### src/rtl/vending_ctrl_param.sv
// Parametrised vending controller: coin collection, drink selection, vend, greedy change.
// Optional per-drink stock tracking is enabled by defining VEND_STOCK_EN.
module vending_ctrl_param #(
    parameter int                            CREDIT_W   = 8,
    parameter int                            N_DRINKS   = 4,
    parameter int                            SEL_W      = 2,
    parameter logic [N_DRINKS*CREDIT_W-1:0]  PRICES     = 32'h1E19140F,
    parameter logic [CREDIT_W-1:0]           MAX_CREDIT = 8'd200
) (
    input  logic                clk,
    input  logic                reset,
    input  logic                coin_valid,
    input  logic [1:0]          coin_code,
    input  logic                sel_valid,
    input  logic [SEL_W-1:0]    sel_idx,
    input  logic                cancel,
`ifdef VEND_STOCK_EN
    input  logic                restock,
    input  logic [SEL_W-1:0]    restock_idx,
    input  logic [7:0]          restock_cnt,
    output logic [N_DRINKS-1:0] sold_out,
`endif
    output logic [CREDIT_W-1:0] credit,
    output logic                coin_reject,
    output logic                sel_reject,
    output logic                dispense_valid,
    output logic [SEL_W-1:0]    dispense_idx,
    output logic                change_valid,
    output logic [1:0]          change_code,
    output logic                busy
);

    typedef enum logic [1:0] {IDLE, COLLECT, VEND, CHANGE} state_t;

    state_t              state, state_nxt;
    logic [CREDIT_W-1:0] credit_nxt;
    logic [SEL_W-1:0]    vend_idx, vend_idx_nxt;
    logic                coin_reject_nxt, sel_reject_nxt;
    logic                dispense_valid_nxt, change_valid_nxt;
    logic [SEL_W-1:0]    dispense_idx_nxt;
    logic [1:0]          change_code_nxt, change_sel;
    logic                busy_nxt;

    logic [CREDIT_W:0]   coin_sum;
    logic                coin_fits;
    logic [CREDIT_W-1:0] vend_price;
    logic                sel_in_range, sel_in_stock, sel_ok;

    function automatic logic [CREDIT_W-1:0] price_of(input logic [SEL_W-1:0] idx);
        logic [CREDIT_W-1:0] p;
        p = '0;
        for (int i = 0; i < N_DRINKS; i++)
            if (idx == SEL_W'(i)) p = PRICES[i*CREDIT_W +: CREDIT_W];
        return p;
    endfunction

    function automatic logic [CREDIT_W-1:0] coin_value(input logic [1:0] code);
        logic [CREDIT_W-1:0] v;
        case (code)
            2'd0:    v = CREDIT_W'(1);
            2'd1:    v = CREDIT_W'(5);
            2'd2:    v = CREDIT_W'(10);
            default: v = CREDIT_W'(50);
        endcase
        return v;
    endfunction

    // Cap check one bit wider than credit so an overflowing coin cannot wrap past the cap.
    assign coin_sum     = {1'b0, credit} + {1'b0, coin_value(coin_code)};
    assign coin_fits    = coin_sum <= {1'b0, MAX_CREDIT};
    assign vend_price   = price_of(vend_idx);
    assign sel_in_range = int'(sel_idx) < N_DRINKS;
    assign sel_ok       = sel_in_range && (credit >= price_of(sel_idx)) && sel_in_stock;

    always_comb begin
        change_sel = 2'd0;
        if (credit >= CREDIT_W'(50))      change_sel = 2'd3;
        else if (credit >= CREDIT_W'(10)) change_sel = 2'd2;
        else if (credit >= CREDIT_W'(5))  change_sel = 2'd1;
    end

`ifdef VEND_STOCK_EN
    logic [7:0] stock     [N_DRINKS];
    logic [7:0] stock_nxt [N_DRINKS];

    always_comb begin
        sel_in_stock = 1'b0;
        for (int i = 0; i < N_DRINKS; i++)
            if (sel_idx == SEL_W'(i)) sel_in_stock = (stock[i] != 8'd0);
    end

    // Restocking is only honoured while idle; a vend consumes one unit of the latched drink.
    always_comb begin
        for (int i = 0; i < N_DRINKS; i++) stock_nxt[i] = stock[i];
        if (state == IDLE && restock) begin
            for (int i = 0; i < N_DRINKS; i++)
                if (restock_idx == SEL_W'(i)) stock_nxt[i] = restock_cnt;
        end
        if (state == VEND) begin
            for (int i = 0; i < N_DRINKS; i++)
                if (vend_idx == SEL_W'(i) && stock[i] != 8'd0) stock_nxt[i] = stock[i] - 8'd1;
        end
    end

    always_ff @(posedge clk) begin
        for (int i = 0; i < N_DRINKS; i++) begin
            if (reset) begin
                stock[i]    <= 8'd0;
                sold_out[i] <= 1'b1;
            end else begin
                stock[i]    <= stock_nxt[i];
                sold_out[i] <= (stock_nxt[i] == 8'd0);
            end
        end
    end
`else
    assign sel_in_stock = 1'b1;
`endif

    always_comb begin
        state_nxt          = state;
        credit_nxt         = credit;
        vend_idx_nxt       = vend_idx;
        coin_reject_nxt    = 1'b0;
        sel_reject_nxt     = 1'b0;
        dispense_valid_nxt = 1'b0;
        dispense_idx_nxt   = dispense_idx;
        change_valid_nxt   = 1'b0;
        change_code_nxt    = change_code;
        case (state)
            IDLE: begin
                sel_reject_nxt = sel_valid;
                if (coin_valid) begin
                    if (coin_fits) begin
                        credit_nxt = coin_sum[CREDIT_W-1:0];
                        state_nxt  = COLLECT;
                    end else begin
                        coin_reject_nxt = 1'b1;
                    end
                end
            end
            // Cancel beats selection beats coin; selection is judged on pre-coin credit.
            COLLECT: begin
                if (cancel) begin
                    coin_reject_nxt = coin_valid;
                    state_nxt       = (credit == '0) ? IDLE : CHANGE;
                end else if (sel_valid && sel_ok) begin
                    coin_reject_nxt = coin_valid;
                    vend_idx_nxt    = sel_idx;
                    state_nxt       = VEND;
                end else begin
                    sel_reject_nxt = sel_valid;
                    if (coin_valid) begin
                        if (coin_fits) credit_nxt = coin_sum[CREDIT_W-1:0];
                        else           coin_reject_nxt = 1'b1;
                    end
                end
            end
            VEND: begin
                coin_reject_nxt    = coin_valid;
                sel_reject_nxt     = sel_valid;
                dispense_valid_nxt = 1'b1;
                dispense_idx_nxt   = vend_idx;
                credit_nxt         = credit - vend_price;
                state_nxt          = (credit_nxt != '0) ? CHANGE : IDLE;
            end
            CHANGE: begin
                coin_reject_nxt = coin_valid;
                sel_reject_nxt  = sel_valid;
                if (credit == '0) begin
                    state_nxt = IDLE;
                end else begin
                    change_valid_nxt = 1'b1;
                    change_code_nxt  = change_sel;
                    credit_nxt       = credit - coin_value(change_sel);
                    if (credit_nxt == '0) state_nxt = IDLE;
                end
            end
            default: state_nxt = IDLE;
        endcase
    end

    assign busy_nxt = (state_nxt == VEND) || (state_nxt == CHANGE);

    always_ff @(posedge clk) begin
        if (reset) begin
            state          <= IDLE;
            credit         <= '0;
            vend_idx       <= '0;
            coin_reject    <= 1'b0;
            sel_reject     <= 1'b0;
            dispense_valid <= 1'b0;
            dispense_idx   <= '0;
            change_valid   <= 1'b0;
            change_code    <= 2'd0;
            busy           <= 1'b0;
        end else begin
            state          <= state_nxt;
            credit         <= credit_nxt;
            vend_idx       <= vend_idx_nxt;
            coin_reject    <= coin_reject_nxt;
            sel_reject     <= sel_reject_nxt;
            dispense_valid <= dispense_valid_nxt;
            dispense_idx   <= dispense_idx_nxt;
            change_valid   <= change_valid_nxt;
            change_code    <= change_code_nxt;
            busy           <= busy_nxt;
        end
    end

endmodule

### config.mk
export PLATFORM = sky130hd
export DESIGN_NAME = vending_ctrl_param
export DESIGN_NICKNAME = d
export VERILOG_FILES = /design/src/rtl/vending_ctrl_param.sv
export SDC_FILE = /design/constraint.sdc
export NUM_CORES = 1
export LEC_CHECK = 0
export ABC_CLOCK_PERIOD_IN_PS = 3100
export CAP_MARGIN = 20
export CORE_MARGIN = 5
export CORE_UTILIZATION = 51
export DETAILED_ROUTE_END_ITERATION = 6
export PLACE_DENSITY = 0.79
export SLEW_MARGIN = 10
export SYNTH_ARGS = -nofsm -noshare
export SYNTH_HDL_FRONTEND = slang
export SYNTH_SLANG_ARGS = --single-unit
### constraint.sdc
create_clock -name clk -period 3.1 [get_ports clk]
set_clock_uncertainty 0.2 [all_clocks]
set_input_delay 0.62 -clock clk [delete_from_list [all_inputs] [get_ports clk]]
set_output_delay 0.62 -clock clk [all_outputs]
set_load 0.01 [all_outputs]
After elaboration in Yosys (flattened, before gate mapping)
Cells that the tools add are included.
W data, S select, Z words.
{"block": "classes", "addsub": 3, "n_mul": 0, "div_mod_pow": 0, "magnitude_cmp": 5, "eq_ne": 18, "n_shift": 0, "muxes": 40, "bitwise": 3, "reduce_logical": 16}
{"cell": "$mux W8", "n": 13}
{"cell": "$pmux W6 S3", "n": 2}
{"cell": "$pmux W8 S4", "n": 1}
{"cell": "$eq A2 B2 Y1 const B", "n": 10}
{"cell": "$mux W2", "n": 10}
{"cell": "$logic_not A8 Y1", "n": 2}
{"cell": "$sub A8 B8 Y8", "n": 2}
{"cell": "$eq A2 B1 Y1 const B", "n": 5}
{"cell": "$logic_not A2 Y1", "n": 5}
{"cell": "$add A8 B8 Y9", "n": 1}
{"cell": "$le A9 B8 Y1 const B", "n": 1}
{"cell": "$mux W1", "n": 9}
{"cell": "$ge A8 B3 Y1 const B", "n": 1}
{"cell": "$ge A8 B4 Y1 const B", "n": 1}
{"cell": "$ge A8 B6 Y1 const B", "n": 1}
{"cell": "$ge A8 B8 Y1", "n": 1}
{"cell": "$mux W4", "n": 2}
{"cell": "$pmux W2 S4", "n": 1}
{"cell": "$reduce_bool A8 Y1", "n": 1}
{"cell": "$ne A2 B2 Y1 const B", "n": 3}
{"cell": "$reduce_and A3 Y1", "n": 2}
{"cell": "$reduce_or A2 Y1", "n": 2}
{"cell": "$not A1 Y1", "n": 3}
{"cell": "$pmux W1 S3", "n": 1}
{"cell": "5 further kinds", "n": 5}
{"block": "word_totals", "reg_bits": 21, "latchBits": 0, "mem_bits_rw": 0, "rom_bits": 0, "inputBits": 9, "out_inout_bits": 17, "word_cells": 95, "n_memories": 0}

Longest topological paths before layout
Gate-level depths: netlist (run 1).
{"block": "depth", "word_depth": 15, "ltp_mapped": 13, "mapped_depth_nobuf": 13}

Worst setup path before layout (run 1)
No wires, ideal clock.
{"block": "synth_path", "path_type": "input to register", "start": "in coin_code[0]", "end": "reg credit[7]", "setup_time_ps": 70, "arrival_time_ps": 2778, "required_time_ps": 2830, "path_slack_ps": 52, "cell_stages": 10, "path_buffers": 0, "cell_sequence": "nor2b_1 ha_1 nor2b_1 or4_1 a211oi_2 a21oi_2 a211oi_2 a21oi_2 or3_1 a21oi_1"}
{"block": "synth_via", "elab_chain_len": 9}
{"item": "from (decl)", "line_no": "13", "text": "input logic [1:0] coin_code,"}
{"item": "$eq A2 B2 Y1, or another cell as far along", "line_no": "59", "text": "case (code)"}
{"item": "$pmux W6 S3 (*)", "line_no": "59"}
{"item": "$add A8 B8 Y9 (*)", "line_no": "69", "text": "assign coin_sum = {1'b0, credit} + {1'b0, coin_value(coin_code)};"}
{"item": "$le A9 B8 Y1", "line_no": "70", "text": "assign coin_fits = coin_sum <= {1'b0, MAX_CREDIT};"}
{"item": "$mux W8 (*)", "line_no": "134, 154"}
{"item": "$mux W8 (*)", "line_no": "133", "text": "if (coin_valid) begin"}
{"item": "$mux W8", "line_no": "147", "text": "end else if (sel_valid && sel_ok) begin"}
{"item": "$mux W8", "line_no": "144", "text": "if (cancel) begin"}
{"item": "$pmux W8 S4 (*)", "line_no": "130", "text": "case (state)"}
{"item": "to (signal assigned)", "line_no": "199", "text": "credit <= credit_nxt;"}
{"item": "to (decl)", "line_no": "23", "text": "output logic [CREDIT_W-1:0] credit,"}
Mark *: on every way between the ends. The rest lies on a longest branch, timed or not. The select of a mux whose other input is x is not followed.
A chain may end at the register's enable or synchronous reset.

Worst setup path after layout (run 1)
{"block": "layout_path", "start": "reg credit[1]", "end": "reg credit[4]"}
{"block": "layout_via", "elab_chain_len": 11}
{"item": "$ge A8 B3 Y1", "line_no": "79", "text": "else if (credit >= CREDIT_W'(5)) change_sel = 2'd1;"}
{"item": "$mux W1", "line_no": "79"}
{"item": "$mux W2", "line_no": "78", "text": "else if (credit >= CREDIT_W'(10)) change_sel = 2'd2;"}
{"item": "$mux W2", "line_no": "77", "text": "if (credit >= CREDIT_W'(50)) change_sel = 2'd3;"}
{"item": "$eq A2 B2 Y1, or another cell as far along", "line_no": "59"}
{"item": "$pmux W6 S3", "line_no": "59"}
{"item": "$mux W8", "line_no": "170", "text": "if (credit == '0) begin"}
{"item": "$mux W8", "line_no": "130"}
{"item": "$sub A8 B8 Y8", "line_no": "175", "text": "credit_nxt = credit - coin_value(change_sel);"}
{"item": "$mux W8", "line_no": "170"}
{"item": "$pmux W8 S4", "line_no": "130"}
Several ways; a longest one is shown, not always the timed one. The select of a mux whose other input is x is not followed.

==> results.cfg, run 1 <==
[die]
dieWidth_um = 76.1
die_height_um = 76.1
ioPinCount = 26
die-area_um2 = 5800
initial_utilization = 0.520
floorplan.core_area_um2 = 4290
placementRows = 24

[placement]
detailedPlace.worstSlack_ns = -0.680
gp_congestion = 0.924
placement.io_buffers = 25
dpl_hpwl_mm = 4.81

[finish]
multi_input_comb_area_um2 = 1980
number_of_fillers_in_the_final_layout = 274
fin_nets = 409
antenna-diode-count = 0
fraction_of_layout_instances_using_a_drive_strength_above_1 = 0.371
postLayoutCoreUtil = 0.775
sequential_cell_area_um2 = 404
area_growth_syn_to_layout_pct = 49.1

[global_route]
grtUsageTotal = 0.248
overflow_left_after_global_routing = 0
vias_in_the_first_global_route = 2588
grt_first_pass_wirelength_mm = 12.2
initial_antenna_violation_count = 0
grt_start_max_net_pins = 24

[logic_synthesis]
number_of_synthesized_flops_with_an_enable_pin = 0
ys_top_cells_by_area = sky130_fd_sc_hd__dfxtp_1 18%, sky130_fd_sc_hd__ha_1 16%, sky130_fd_sc_hd__nor2_1 5.7%
synth_cell_types = 53
ys_ff_latch = 20
ys_warn_count = 0
syn-num-nets = 324
post_synth_inst_count = 283
synthTopCellsByCount = 34 x sky130_fd_sc_hd__nor2_1, 29 x sky130_fd_sc_hd__ha_1, 20 x sky130_fd_sc_hd__dfxtp_1, 20 x sky130_fd_sc_hd__o21ai_0, 19 x sky130_fd_sc_hd__a21oi_1
synthesis.area_per_instance_um2 = 7.88
netlist.area_leader.share = 0.179
yosysSeqAreaShare = 0.179
synth.largest_area_cell = sky130_fd_sc_hd__dfxtp_1
ys_async_sr_fraction = 0
synth_most_common_cell = sky130_fd_sc_hd__nor2_1
dominantRegCellSynth = sky130_fd_sc_hd__dfxtp_1
post_synth_instance_area_um2 = 2230

[worst_setup_path]
critPathTopFamily = compound AO/OA/AOI/OAI gates
critPathCaptureType = flip-flop
timing.critical_path.from_type = flip-flop
path_cells = or3_4, a311oi_2, nand2_1, ha_1, o21ai_0, buf_4, a2bb2oi_1, buf_4, a221oi_4, a21oi_1, mux2i_1, nor2_1
timing.critical_path.required_ns = 3.08
critical-path-max-stage-delay_ns = 0.44
most_used_cell_cp = sky130_fd_sc_hd__buf_4
regToRegStartpoint = credit[1]$_SDFFE_PP0P_
crit_type = reg -> reg
path_max_fanout = 6
r2r_setup_slack_ns = -0.30
rr_endpoint = credit[4]$_SDFFE_PP0P_
timing.critical_path.buf_inv = 2
cp_slowest_cell = sky130_fd_sc_hd__or3_4
ff2ff_path_depth = 12
setup.worst_path.start = credit[1]$_SDFFE_PP0P_
arrival_time_at_the_worst_endpoint_ns = 3.38

[timing]
final-max-slew-violation-count = 0
fmax_mhz = 294
setup_ws_ns = -0.303
setup_repair_after_global_routing_missed_its_margin = true
finalWorstPathRequiredPeriod_ns = 3.40
post-route-period-util = 1.10
timing.final.setup_violations = 7
max-slew-margin-rel = 0.429
final-hold-violation-count = 0
worstMarginPinSlew_ns = 0.854
fin_setup_tns_ns = -0.863

[pwr]
power.total_uw = 4250
vdd_ir_drop_max_mv = 0.575
power_leakage_uw = 0.00142
power-per-cell-area_nw_per_um2 = 1280

[detailed_routing]
routed_wl_mm = 8.65
wl_per_cell_um = 20.6
drc_errors = 0
drt_iter0_drc = 460
firstDrtPassIters = 6
drt-vias-per-instance = 6.65
route.antenna.remaining_nets = 0
route.vias.total = 2785

[worst_hold_path]
min_delay_worst_endpoint = dispense_idx[1]$_SDFFE_PP0P_
min_delay_path_depth = 2
hold_wc_path_type = reg -> reg
start_point_of_the_worst_hold_path = dispense_idx[1]$_SDFFE_PP0P_

[clock_tree]
clkSinkCount = 20
worst_skew_pair.late_latency_ns = 0.27
clk_path_buf_depth = 2
cts_buffers = 3
tritoncts_clock_tree = yes
clk_pin_slew_ns = 0.09
clock_tree.root_cell = sky130_fd_sc_hd__clkbuf_8
ctsHtreeMaxLevel = 1

[status]
run_status = finished, violations left
violated_checks = negative setup slack

[run]
max-cap-violations = 0
final cells by class:
| type | instances | share of cell area |
|---|---|---|
| Timing Repair Buffer | 90 | 0.226 |
| Inverter | 18 | 0.0211 |
| Sequential cell | 20 | 0.121 |
| Clock buffer | 4 | 0.0165 |
| Multi-Input combinational cell | 235 | 0.596 |
| Tap cell | 52 | 0.0196 |
metal layers:
metal  track usage  vias up  wire (um)
met5             0        -          0
met4        0.0577        0        563
met3        0.0461       80        874
met2         0.461      213       4050
met1         0.291     1286       3170
li1              -     1206          -
worst reg2reg max path, delay by kind of cell (launching register included):
kind,cells,cell delay (ns)
compound gates,5,1.18
simple gates,3,0.76
flops,1,0.37
buf+inv,2,0.36
fa+ha+maj,1,0.32
mux,1,0.13
layout by cell type (no fill, tap or decap), drive strengths merged, types with 5 or more instances in the layout:
master	instances
nor2	34
xnor2	8
a21oi	21
buf	66
nor3	11
clkbuf	5
nand2	14
a211oi	11
clkdlybuf4s50	21
nor2b	10
ha	29
inv	18
nand3	5
o21ai	23
mux2i	10
dfxtp	20
per-stage QoR:
step,std cells,hold WS (ns),instance area [um2]
2_1_floorplan,283,0.258,2230
3_3_place_gp,400,0.247,2850
3_5_place_dp,400,0.256,2850
4_1_cts,415,0.273,3140
5_1_grt,419,0.310,3330
6_report,419,0.268,3330
state kept, by name (all words and copies together), names as in the netlist, named ones only:
register	cells
change_code	2
vend_idx	2
dispense_idx	2
sel_reject	1
credit	8
coin_reject	1
dispense_valid	1
state	1
change_valid	1
power breakdown:
part,switching (uW),total [uW],leakage (uW),internal (uW)
Combinational,1950,3660,0.00123,1710
Sequential,70.4,388,0.000164,318
Clock,92.5,206,0.0000288,113
Total,2120,4250,0.00142,2140
worst max path at each step:
stage,to,cells past startpoint
2_1_floorplan,credit[7]$_SDFFE_PP0P_,10
4_1_cts,credit[7]$_SDFFE_PP0P_,13
3_3_place_gp,credit[7]$_SDFFE_PP0P_,13
3_5_place_dp,credit[7]$_SDFFE_PP0P_,13
6_report,credit[4]$_SDFFE_PP0P_,12
5_1_grt,credit[4]$_SDFFE_PP0P_,12
kinds of logic after synthesis:
group / count (synthesis) / synth area share
AO/OA/AOI/OAI: 90 / 0.277
XOR/XNOR: 11 / 0.0432
adder cells (fa/ha/maj): 32 / 0.190
buffers and inverters: 28 / 0.0645
flip-flops: 20 / 0.179
multiplexers: 11 / 0.0499
AND/OR/NAND/NOR: 91 / 0.197
what timing repair did:
item | in CTS | in global routing
hold endpoints to repair | 0 | 0
pin swaps | 16 | 27
cloned | 0 | 0
gates resized for setup | 47 | 46
hold buffers | 0 | 0
setup endpoints to repair | 13 | 11
buffers inserted | 11 | 4
(Power assumes the default switching activity.)
==> run 2: changes to the inputs <==
ABC_AREA = 1   (was unset)
CORE_UTILIZATION = 52   (was 51)
CTS_CLUSTER_SIZE = 28   (was unset)
PLACE_DENSITY = 0.8   (was 0.79)
RECOVER_POWER = 25   (was unset)
==> run 2 against run 1 <==
Net effect:
- the run now ends clean
- routed wire length decreased by 26%
- cell area decreased by 18%
- sequential share of layout area increased by 2.7 points
- critical path type is now in -> reg
==> results.cfg, run 2 <==
[clock_tree]
hold_buffers = 0
tritoncts_clock_tree = yes
ctsHtreeMaxLevel = 1
clk_path_buf_depth = 2
clkSinkCount = 20
clock_tree.root_cell = sky130_fd_sc_hd__clkbuf_8
worst_skew_pair.late_latency_ns = 0.27
cts_buffers = 3
clk_pin_slew_ns = 0.08

[global_route]
vias_in_the_first_global_route = 2274
overflow_left_after_global_routing = 0
initial_antenna_violation_count = 0
grt_first_pass_wirelength_mm = 10.6
grt_start_max_net_pins = 19
grtUsageTotal = 0.220

[timing]
final-max-slew-violation-count = 0
setup_repair_after_global_routing_missed_its_margin = false
fmax_mhz = 346
timing.final.setup_violations = 0
fin_setup_tns_ns = 0
finalWorstPathRequiredPeriod_ns = 2.89
post-route-period-util = 0.932
worstMarginPinSlew_ns = 0.548
max-slew-margin-rel = 0.633
final-hold-violation-count = 0

[placement]
placement.io_buffers = 25
gp_congestion = 0.957
place.detailed.instances = 438
dpl_hpwl_mm = 5.00

[detailed_routing]
drt_iter0_drc = 193
drt-vias-per-instance = 5.55
drc_errors = 0
route.antenna.remaining_nets = 0
route.vias.total = 2460
wl_per_cell_um = 14.4
routed_wl_mm = 6.39
firstDrtPassIters = 5

[status]
run_status = completed

[worst_setup_path]
arrival_time_at_the_worst_endpoint_ns = 2.90
timing.critical_path.required_ns = 3.11
cp_slowest_cell = sky130_fd_sc_hd__clkdlybuf4s50_1
critical-path-max-stage-delay_ns = 0.49
rr_endpoint = state[0]$_SDFF_PP0_
r2r_setup_slack_ns = 0.25
timing.critical_path.from_type = primary input
path_cells = clkdlybuf4s50_1, inv_1, ha_1, inv_1, fa_1, inv_2, nand2_1, nand2_1, nand3_1, nand3_1, nand3_1, nand3_2, nand3_2, nand2_4, nand2_1, nand2_1, nand2_1, nor2_1
setup.worst_path.start = coin_code[1]
regToRegStartpoint = credit[7]$_SDFFE_PP0P_
crit_type = in -> reg
path_max_fanout = 8
most_used_cell_cp = sky130_fd_sc_hd__nand2_1
ff2ff_path_depth = 17
critPathCaptureType = flip-flop

[logic_synthesis]
synth_cell_types = 32
synthTopCellsByCount = 85 x sky130_fd_sc_hd__nand2_1, 48 x sky130_fd_sc_hd__inv_1, 39 x sky130_fd_sc_hd__nor2_1
dominantRegCellSynth = sky130_fd_sc_hd__dfxtp_1
number_of_synthesized_flops_with_an_enable_pin = 0
netlist.area_leader.share = 0.176
post_synth_inst_count = 358
ys_ff_latch = 20
yosysSeqAreaShare = 0.176
post_synth_instance_area_um2 = 2270
synth.largest_area_cell = sky130_fd_sc_hd__dfxtp_1
syn-num-nets = 399
ys_top_cells_by_area = sky130_fd_sc_hd__dfxtp_1 18%, sky130_fd_sc_hd__ha_1 16%, sky130_fd_sc_hd__nand2_1 14%
ys_async_sr_fraction = 0
synth_most_common_cell = sky130_fd_sc_hd__nand2_1
ys_warn_count = 0
synthesis.area_per_instance_um2 = 6.35

[pwr]
power-per-cell-area_nw_per_um2 = 1270
vdd_ir_drop_max_mv = 0.726
power_leakage_uw = 0.00140

[die]
ioPinCount = 26
initial_utilization = 0.529
dieWidth_um = 76.1
die_height_um = 76.1
floorplan.core_area_um2 = 4290
die-area_um2 = 5790
placementRows = 24

[finish]
largest_reg_flops = 8
max_flop_register = credit
antenna-diode-count = 0
area_growth_syn_to_layout_pct = 19.3
number_of_fillers_in_the_final_layout = 403
fraction_of_layout_instances_using_a_drive_strength_above_1 = 0.115
final_cells = 443
fin_nets = 433
layout_common_cells = 84 x sky130_fd_sc_hd__nand2_1, 47 x sky130_fd_sc_hd__inv_1, 39 x sky130_fd_sc_hd__nor2_1, 28 x sky130_fd_sc_hd__ha_1, 27 x sky130_fd_sc_hd__a21oi_1
mostFrequentLayoutCell = sky130_fd_sc_hd__nand2_1

[worst_hold_path]
start_point_of_the_worst_hold_path = vend_idx[1]$_SDFFE_PP0P_
min_delay_path_depth = 2
hold_wc_path_type = reg -> reg
min_delay_worst_endpoint = vend_idx[1]$_SDFFE_PP0P_

[run]
max-cap-violations = 0
-- run 2: changes by cell type in the layout (fill, tap and decap cells not counted), sizes merged, moves of 9 or more --
cell    change
nand2      +78
buf        -57
inv        +36
nand3      +24
nand4      +14
a211oi     -10
mux2i      -10
nor2b      -10
o21ai       -9
-- run 2: what timing repair did --
| action | in CTS | in global routing |
|---|---|---|
| endpoints found under the setup margin | 0 | 7 |
| setup buffers | 0 | 0 |
| gates resized for setup | 0 | 9 |
-- run 2: worst max-delay path: cells and delay by family --
kind	cells	cell delay [ns]
AND/OR/NAND/NOR	12	0.98
buffers and inverters	4	0.72
adder cells (fa/ha/maj)	2	0.57
-- run 2: logic make-up (layout without fill, tap and decap cells) --
group | after synthesis | count (layout) | synth area share
XOR/XNOR | 8 | 8 | 0.0308
adder cells (fa/ha/maj) | 32 | 32 | 0.186
buffers and inverters | 60 | 92 | 0.110
AND/OR/NAND/NOR | 185 | 186 | 0.368
AO/OA/AOI/OAI | 53 | 53 | 0.129
flip-flops | 20 | 20 | 0.176
-- run 2: worst max path at each step --
stage                              to  slack [ns]  depth (start not counted)
2_1_floorplan     state[0]$_SDFF_PP0_        0.52                         16
3_3_place_gp   credit[7]$_SDFFE_PP0P_        0.04                         18
3_5_place_dp   credit[7]$_SDFFE_PP0P_       -0.06                         18
4_1_cts                     flip-flop        0.14                         16
5_1_grt        credit[7]$_SDFFE_PP0P_       0.009                         18
6_report       credit[7]$_SDFFE_PP0P_        0.21                         18
-- run 2: metal layers --
| layer | part of all wire | vias to the layer above | track usage | wire [um] |
|---|---|---|---|---|
| met5 | 0 | - | 0 | 0 |
| met4 | 0.035 | 0 | 0.0962 | 223 |
| met3 | 0.080 | 24 | 0.0366 | 510 |
| met2 | 0.45 | 107 | 0.353 | 2890 |
| met1 | 0.43 | 1083 | 0.289 | 2760 |
| li1 | - | 1246 | - | - |
-- run 2: per-stage QoR --
step	util	setup WS [ns]	power [uW]	instance area (um2)	hold WS, ns
floorplan	-	0.523	2310	2270	0.293
global placement	0.608	0.0445	2970	2610	0.326
detailed placement	0.608	-0.0604	3010	2610	0.327
CTS	0.624	0.140	3310	2680	0.350
global route	0.632	0.00909	3790	2710	0.362
finish	0.632	0.211	3430	2710	0.345
-- run 2: layout make-up --
type,instances,area (um2),area share
Clock buffer,3,41.3,0.0152
Sequential cell,20,402,0.148
Tap cell,52,65.1,0.0240
Timing Repair Buffer,34,318,0.117
Clock inverter,1,30.0,0.0111
Inverter,54,203,0.0747
Multi-Input combinational cell,279,1650,0.610
-- run 2: where the power goes --
part	total, uW	switching [uW]	internal (uW)
clock network	269	96.6	173
logic	2670	1600	1070
registers	489	143	347
total	3430	1840	1590
==> run 3: changes to the inputs <==
SKIP_LAST_GASP = 1   (was unset)
TNS_END_PERCENT = 10   (was unset)
==> run 3 against run 2 <==
Net effect:
- worst hold slack hardly changed
- first-iteration DRC count is 1.0% higher
- critical path depth stayed put
- sequential power hardly changed
- highest routed layer unchanged
==> results.cfg, run 3 (synthesis results as in run 2) <==
[worst_setup_path]
timing.critical_path.from_type = primary input
path_max_fanout = 8
crit_type = in -> reg
regToRegStartpoint = credit[1]$_SDFFE_PP0P_
ff2ff_path_depth = 16
r2r_setup_slack_ns = 0.24
timing.critical_path.required_ns = 3.11
critPathCaptureType = flip-flop
arrival_time_at_the_worst_endpoint_ns = 2.91
rr_endpoint = state[0]$_SDFF_PP0_

[pwr]
vdd_ir_drop_max_mv = 0.721
power-per-cell-area_nw_per_um2 = 1260
power_leakage_uw = 0.00140

[finish]
antenna-diode-count = 0
fraction_of_layout_instances_using_a_drive_strength_above_1 = 0.113
max_flop_register = credit
final_cells = 443
fin_nets = 433
layout_common_cells = 84 x sky130_fd_sc_hd__nand2_1, 48 x sky130_fd_sc_hd__inv_1, 38 x sky130_fd_sc_hd__nor2_1, 28 x sky130_fd_sc_hd__ha_1, 27 x sky130_fd_sc_hd__a21oi_1
largest_reg_flops = 8
mostFrequentLayoutCell = sky130_fd_sc_hd__nand2_1
postLayoutCoreUtil = 0.632
area_growth_syn_to_layout_pct = 19.4

[die]
initial_utilization = 0.529
die_height_um = 76.1
placementRows = 24
floorplan.core_area_um2 = 4290
ioPinCount = 26
die-area_um2 = 5790
dieWidth_um = 76.1

[timing]
post-route-period-util = 0.938
setup_ws_ns = 0.193
timing.final.setup_violations = 0
max-slew-margin-rel = 0.650
finalWorstPathRequiredPeriod_ns = 2.91
final-max-slew-violation-count = 0
worstMarginPinSlew_ns = 0.524
fmax_mhz = 344
setup_repair_after_global_routing_missed_its_margin = true
final-hold-violation-count = 0

[global_route]
initial_antenna_violation_count = 0
grt_first_pass_wirelength_mm = 10.6
grtUsageTotal = 0.220
overflow_left_after_global_routing = 0
vias_in_the_first_global_route = 2274
grt_start_max_net_pins = 19

[clock_tree]
clock_tree.root_cell = sky130_fd_sc_hd__clkbuf_8
cts_buffers = 3
clk_path_buf_depth = 2
clkSinkCount = 20
worst_skew_pair.late_latency_ns = 0.27
tritoncts_clock_tree = yes
clk_pin_slew_ns = 0.08
hold_buffers = 0
ctsHtreeMaxLevel = 1

[worst_hold_path]
min_delay_path_depth = 2
hold_wc_path_type = reg -> reg
start_point_of_the_worst_hold_path = vend_idx[1]$_SDFFE_PP0P_
min_delay_worst_endpoint = vend_idx[1]$_SDFFE_PP0P_

[detailed_routing]
firstDrtPassIters = 4
drt-vias-per-instance = 5.43
route.vias.total = 2404
drc_errors = 0
route.antenna.remaining_nets = 0
wl_per_cell_um = 14.3
routed_wl_mm = 6.33
drt_iter0_drc = 195

[placement]
place.detailed.instances = 438
placement.io_buffers = 25
detailedPlace.worstSlack_ns = -0.0604
gp_congestion = 0.957
dpl_hpwl_mm = 5.00

[run]
max-cap-violations = 0

[status]
run_status = completed
[run 3: cell count changes in the layout (fill, tap and decap cells not counted), sizes merged]
cell / change
dlygate4sd3: -4
clkdlybuf4s50: +4
[run 3: through the flow]
step	setup TNS, ns	total power, uW	hold WS (ns)	instance area [um2]
final	0	3430	0.344	2710
after floorplan	0	2310	0.293	2270
after global placement	0	2970	0.326	2610
after CTS	0	3310	0.350	2680
after global routing	-0.0437	3790	0.362	2710
after detailed placement	-0.222	3010	0.327	2610
[run 3: cell type report]
| type | count | area [um2] |
|---|---|---|
| Multi-Input combinational cell | 279 | 1660 |
| Fill cell | 403 | 1580 |
| Sequential cell | 20 | 400 |
| Timing Repair Buffer | 34 | 318 |
| Inverter | 54 | 203 |
| Tap cell | 52 | 65.1 |
| Clock buffer | 3 | 41.3 |
| Clock inverter | 1 | 30.0 |
[run 3: layer usage]
layer | wire length (um) | part of all wire | global-route usage
met5 | 0 | 0 | 0
met4 | 279 | 0.044 | 0.0962
met3 | 463 | 0.073 | 0.0366
met2 | 2830 | 0.45 | 0.353
met1 | 2750 | 0.43 | 0.289
[run 3: worst max-delay path, stage by stage]
cell and delay [ns]:
sky130_fd_sc_hd__clkdlybuf4s50_1 0.49, sky130_fd_sc_hd__inv_1 0.09, sky130_fd_sc_hd__ha_1 0.16, sky130_fd_sc_hd__inv_1 0.05, sky130_fd_sc_hd__fa_1 0.38, sky130_fd_sc_hd__inv_1 0.12
sky130_fd_sc_hd__nand2_1 0.06, sky130_fd_sc_hd__nand2_1 0.08, sky130_fd_sc_hd__nand3_1 0.07, sky130_fd_sc_hd__nand3_1 0.08, sky130_fd_sc_hd__nand3_1 0.09, sky130_fd_sc_hd__nand3_2 0.08
sky130_fd_sc_hd__nand3_2 0.12, sky130_fd_sc_hd__nand2_4 0.13, sky130_fd_sc_hd__nand2_1 0.08, sky130_fd_sc_hd__nand2_1 0.06, sky130_fd_sc_hd__nand2_1 0.05, sky130_fd_sc_hd__nor2_1 0.09
[run 3: worst max-delay path by stage]
| stage | cells past startpoint | to | start |
|---|---|---|---|
| floorplan | 16 | state[0]$_SDFF_PP0_ | credit[6]$_SDFFE_PP0P_ |
| global route | 18 | credit[7]$_SDFFE_PP0P_ | coin_code[1] |
| global placement | 18 | credit[7]$_SDFFE_PP0P_ | coin_code[1] |
| CTS | 16 | flip-flop | credit[7]$_SDFFE_PP0P_ |
| detailed placement | 18 | credit[7]$_SDFFE_PP0P_ | coin_code[1] |
| finish | 18 | credit[7]$_SDFFE_PP0P_ | coin_code[1] |
[run 3: report_power, final]
group	internal [uW]	switching [uW]	leakage, uW
clock	173	93.6	0.0000357
sequential	346	143	0.000164
combinational	1070	1600	0.00120
[run 3: what timing repair did]
item | CTS | global route
buffers inserted | 0 | 0
gates resized for setup | 0 | 7
hold endpoints to repair | 0 | 0
setup endpoints to repair | 0 | 7
==> edit: new RTL, config.mk and constraints of run 2 <==
Put one more register stage on the output `credit`, cleared by the reset. The value now appears one clock later. The other outputs are not delayed to match.
--- a/src/rtl/vending_ctrl_param.sv
+++ b/src/rtl/vending_ctrl_param.sv
@@ -32,6 +32,8 @@
 
     typedef enum logic [1:0] {IDLE, COLLECT, VEND, CHANGE} state_t;
 
+    logic [CREDIT_W-1:0] credit_s0;
+
     state_t              state, state_nxt;
     logic [CREDIT_W-1:0] credit_nxt;
     logic [SEL_W-1:0]    vend_idx, vend_idx_nxt;
@@ -66,17 +68,17 @@
     endfunction
 
     // Cap check one bit wider than credit so an overflowing coin cannot wrap past the cap.
-    assign coin_sum     = {1'b0, credit} + {1'b0, coin_value(coin_code)};
+    assign coin_sum     = {1'b0, credit_s0} + {1'b0, coin_value(coin_code)};
     assign coin_fits    = coin_sum <= {1'b0, MAX_CREDIT};
     assign vend_price   = price_of(vend_idx);
     assign sel_in_range = int'(sel_idx) < N_DRINKS;
-    assign sel_ok       = sel_in_range && (credit >= price_of(sel_idx)) && sel_in_stock;
+    assign sel_ok       = sel_in_range && (credit_s0 >= price_of(sel_idx)) && sel_in_stock;
 
     always_comb begin
         change_sel = 2'd0;
-        if (credit >= CREDIT_W'(50))      change_sel = 2'd3;
-        else if (credit >= CREDIT_W'(10)) change_sel = 2'd2;
-        else if (credit >= CREDIT_W'(5))  change_sel = 2'd1;
+        if (credit_s0 >= CREDIT_W'(50))      change_sel = 2'd3;
+        else if (credit_s0 >= CREDIT_W'(10)) change_sel = 2'd2;
+        else if (credit_s0 >= CREDIT_W'(5))  change_sel = 2'd1;
     end
 
 `ifdef VEND_STOCK_EN
@@ -119,7 +121,7 @@
 
     always_comb begin
         state_nxt          = state;
-        credit_nxt         = credit;
+        credit_nxt         = credit_s0;
         vend_idx_nxt       = vend_idx;
         coin_reject_nxt    = 1'b0;
         sel_reject_nxt     = 1'b0;
@@ -143,7 +145,7 @@
             COLLECT: begin
                 if (cancel) begin
                     coin_reject_nxt = coin_valid;
-                    state_nxt       = (credit == '0) ? IDLE : CHANGE;
+                    state_nxt       = (credit_s0 == '0) ? IDLE : CHANGE;
                 end else if (sel_valid && sel_ok) begin
                     coin_reject_nxt = coin_valid;
                     vend_idx_nxt    = sel_idx;
@@ -161,18 +163,18 @@
                 sel_reject_nxt     = sel_valid;
                 dispense_valid_nxt = 1'b1;
                 dispense_idx_nxt   = vend_idx;
-                credit_nxt         = credit - vend_price;
+                credit_nxt         = credit_s0 - vend_price;
                 state_nxt          = (credit_nxt != '0) ? CHANGE : IDLE;
             end
             CHANGE: begin
                 coin_reject_nxt = coin_valid;
                 sel_reject_nxt  = sel_valid;
-                if (credit == '0) begin
+                if (credit_s0 == '0) begin
                     state_nxt = IDLE;
                 end else begin
                     change_valid_nxt = 1'b1;
                     change_code_nxt  = change_sel;
-                    credit_nxt       = credit - coin_value(change_sel);
+                    credit_nxt       = credit_s0 - coin_value(change_sel);
                     if (credit_nxt == '0) state_nxt = IDLE;
                 end
             end
@@ -185,7 +187,7 @@
     always_ff @(posedge clk) begin
         if (reset) begin
             state          <= IDLE;
-            credit         <= '0;
+            credit_s0      <= '0;
             vend_idx       <= '0;
             coin_reject    <= 1'b0;
             sel_reject     <= 1'b0;
@@ -196,7 +198,7 @@
             busy           <= 1'b0;
         end else begin
             state          <= state_nxt;
-            credit         <= credit_nxt;
+            credit_s0      <= credit_nxt;
             vend_idx       <= vend_idx_nxt;
             coin_reject    <= coin_reject_nxt;
             sel_reject     <= sel_reject_nxt;
@@ -208,5 +210,13 @@
         end
     end
 
+    always_ff @(posedge clk) begin
+        if (reset) begin
+            credit <= '0;
+        end else begin
+            credit <= credit_s0;
+        end
+    end
+
 endmodule
 
Function: changed (Yosys sat finds a counterexample within 4 cycles, from zero or initial values and one cycle with reset high).
==> edit against run 2 <==
  * Critical endpoint is now state[0]
  * Setup slack improved by 0.050 ns
  * Wire length increased by 7.1%
  * Largest power group unchanged
  * Critical path depth is 1 lower
  * Via count increased by 6.2%
  * Design area rose by 12%
  * Total power fell by 1.6%
  * Synthesized area up 12%
  * Sequential cell count is 8 higher
  * Sequential power rose by 15%
  * Maximum frequency increased by 1.8%
  * Count of clock-buffer cells in the layout grew 1
==> edit: results (changes against run 2) <==
[status]
status=finished, final reports clean  ; unchanged

[synth]
syn_nets=418  ; was 399
yosys_warnings=0  ; unchanged
netlist_top_cells_count=nand2_1 (87), nor2_1 (45), inv_1 (44), ha_1 (29), dfxtp_1 (28)  ; was nand2_1 (85), inv_1 (48), nor2_1 (39), a21oi_1 (29), ha_1 (29)
ys_seq_area_frac=0.220  ; was 0.176
synth.distinct_cells=38  ; was 32
synth.area.top_cells=dfxtp_1 (22%), ha_1 (14%), nand2_1 (13%), nor2_1 (6.6%), inv_1 (6.5%)  ; was dfxtp_1 (18%), ha_1 (16%), nand2_1 (14%), inv_1 (7.9%), nor2_1 (6.4%)

[critical_path]
crit_arrival_ns=2.83  ; was 2.90 ns
setup.worst_path.end=state[0]  ; was credit[7]
path_class=flip-flop to flip-flop  ; was input pin to flip-flop
reg2reg_from=credit_s0[3]  ; was credit[7]
crit_fanout=4  ; was 8

[place]
place_hpwl_um=5410  ; was 5000 um
placement.io_buffers=25  ; unchanged
gp_congestion=0.913  ; was 0.957

[global_routing]
grt_pass1_wl_um=11400  ; was 10,600 um
grt_max_degree=19  ; unchanged
met2_usage=0.378  ; was 0.353
use_met3=0.0418  ; was 0.0366
first_global_vias=2559  ; was 2,274
grt_use_met1=0.287  ; was 0.289
grtUsageTotal=0.225  ; was 0.220
antenna_found_initial=0  ; unchanged

[finish]
drive_gt1_frac=0.138  ; was 0.115
top_regs=credit x8, credit_s0 x8
nNetsFinal=461  ; was 433
nFillCells=435  ; was 403

[cts]
cts_setup_buffers=0  ; unchanged
clk_pin_slew_ns=0.10  ; was 0.08 ns
cts-root-buf=clkbuf_8  ; unchanged

[power_and_ir_drop]
power.leakage_nw=1.54  ; was 1.40 nW
ir_worst_vdd_mv=0.637  ; was 0.726 mV

[sta]
timing_worst_slew_pin_value_ns=0.609  ; was 0.548 ns
slew_viol_final=0  ; unchanged

[route]
drt-initial-drc-count=199  ; was 193
wl_per_cell_um=14.1  ; was 14.4 um
viasPerCell=5.38  ; was 5.55

[worst_hold_path]
hold_start=credit_s0[2]  ; was vend_idx[1]

edit: changes by cell type after synthesis, moves of 4 or more:
| cell | delta |
|---|---|
| a21oi_2 | +7 |
| a21oi_1 | -5 |
| nand4_1 | -5 |
| dfxtp_1 | +8 |
| inv_1 | -4 |
| nor2_1 | +6 |
edit: what timing repair did:
| item | 4_1_cts | 5_1_grt |
|---|---|---|
| hold buffers | 0 | 0 |
| hold endpoints to repair | 0 | 0 |
| gates resized for setup | 0 | 6 |
| setup endpoints to repair | 0 | 10 |
edit: metal layers:
layer | vias up | wire length, um
met5 | - | 0
met2 | 87 | 3180
met1 | 1181 | 3100
met3 | 24 | 370
li1 | 1321 | -
met4 | 0 | 190
edit: where the power goes:
group	internal, mW	switching, mW	total [mW]
clock	0.114	0.118	0.232
combinational	1.03	1.55	2.58
sequential	0.471	0.0892	0.560
edit: critical path, stage by stage, from the launching register on:
cell	delay (ns)
dfxtp_1	0.33
inv_1	0.13
nand2_1	0.11
o21ai_0	0.17
o21ai_0	0.11
inv_1	0.16
nand2_1	0.10
ha_1	0.31
a21oi_1	0.16
nand2_1	0.09
xnor2_1	0.22
nand2_1	0.07
nor2_1	0.10
nand4_1	0.12
nand2_1	0.14
nand2_1	0.07
nor2_1	0.09
nor2_1	0.04
edit: worst min path at each step:
stage	to	slack (ns)	cells after the start
floorplan	dispense_idx[1]	0.29	2
global placement	credit[2]	0.27	2
detailed placement	credit[2]	0.29	2
CTS	credit[2]	0.31	2
global route	credit[2]	0.35	2
finish	credit[2]	0.31	2
edit: kinds of logic (layout without fill, tap and decap cells):
group,Yosys count,count (layout),share of synthesized area
simple gates,193,194,0.355
buf+inv,60,101,0.104
compound gates,58,58,0.134
fa+ha+maj,32,32,0.166
flops,28,28,0.220
xor+xnor,6,6,0.0206
edit: layout make-up:
class                   count  area, um^2  area share
multi-input cells         290        1750       0.575
inverters                  52         198      0.0649
clock buffers               4        55.1      0.0181
well taps                  67        83.8      0.0275
flip-flops and latches     28         561       0.184
repair buffers             45         399       0.131
edit: through the flow:
| step | util | total power [mW] | setup slack (ns) | instance area, um^2 | instances |
|---|---|---|---|---|---|
| floorplan | - | 2.38 | 0.493 | 2550 | 377 |
| global placement | 0.627 | 3.03 | -0.0238 | 2960 | 481 |
| detailed placement | 0.627 | 3.08 | -0.160 | 2960 | 481 |
| CTS | 0.639 | 3.32 | 0.144 | 3020 | 485 |
| global route | 0.645 | 3.72 | 0.00620 | 3050 | 486 |
| finish | 0.645 | 3.38 | 0.261 | 3050 | 486 |
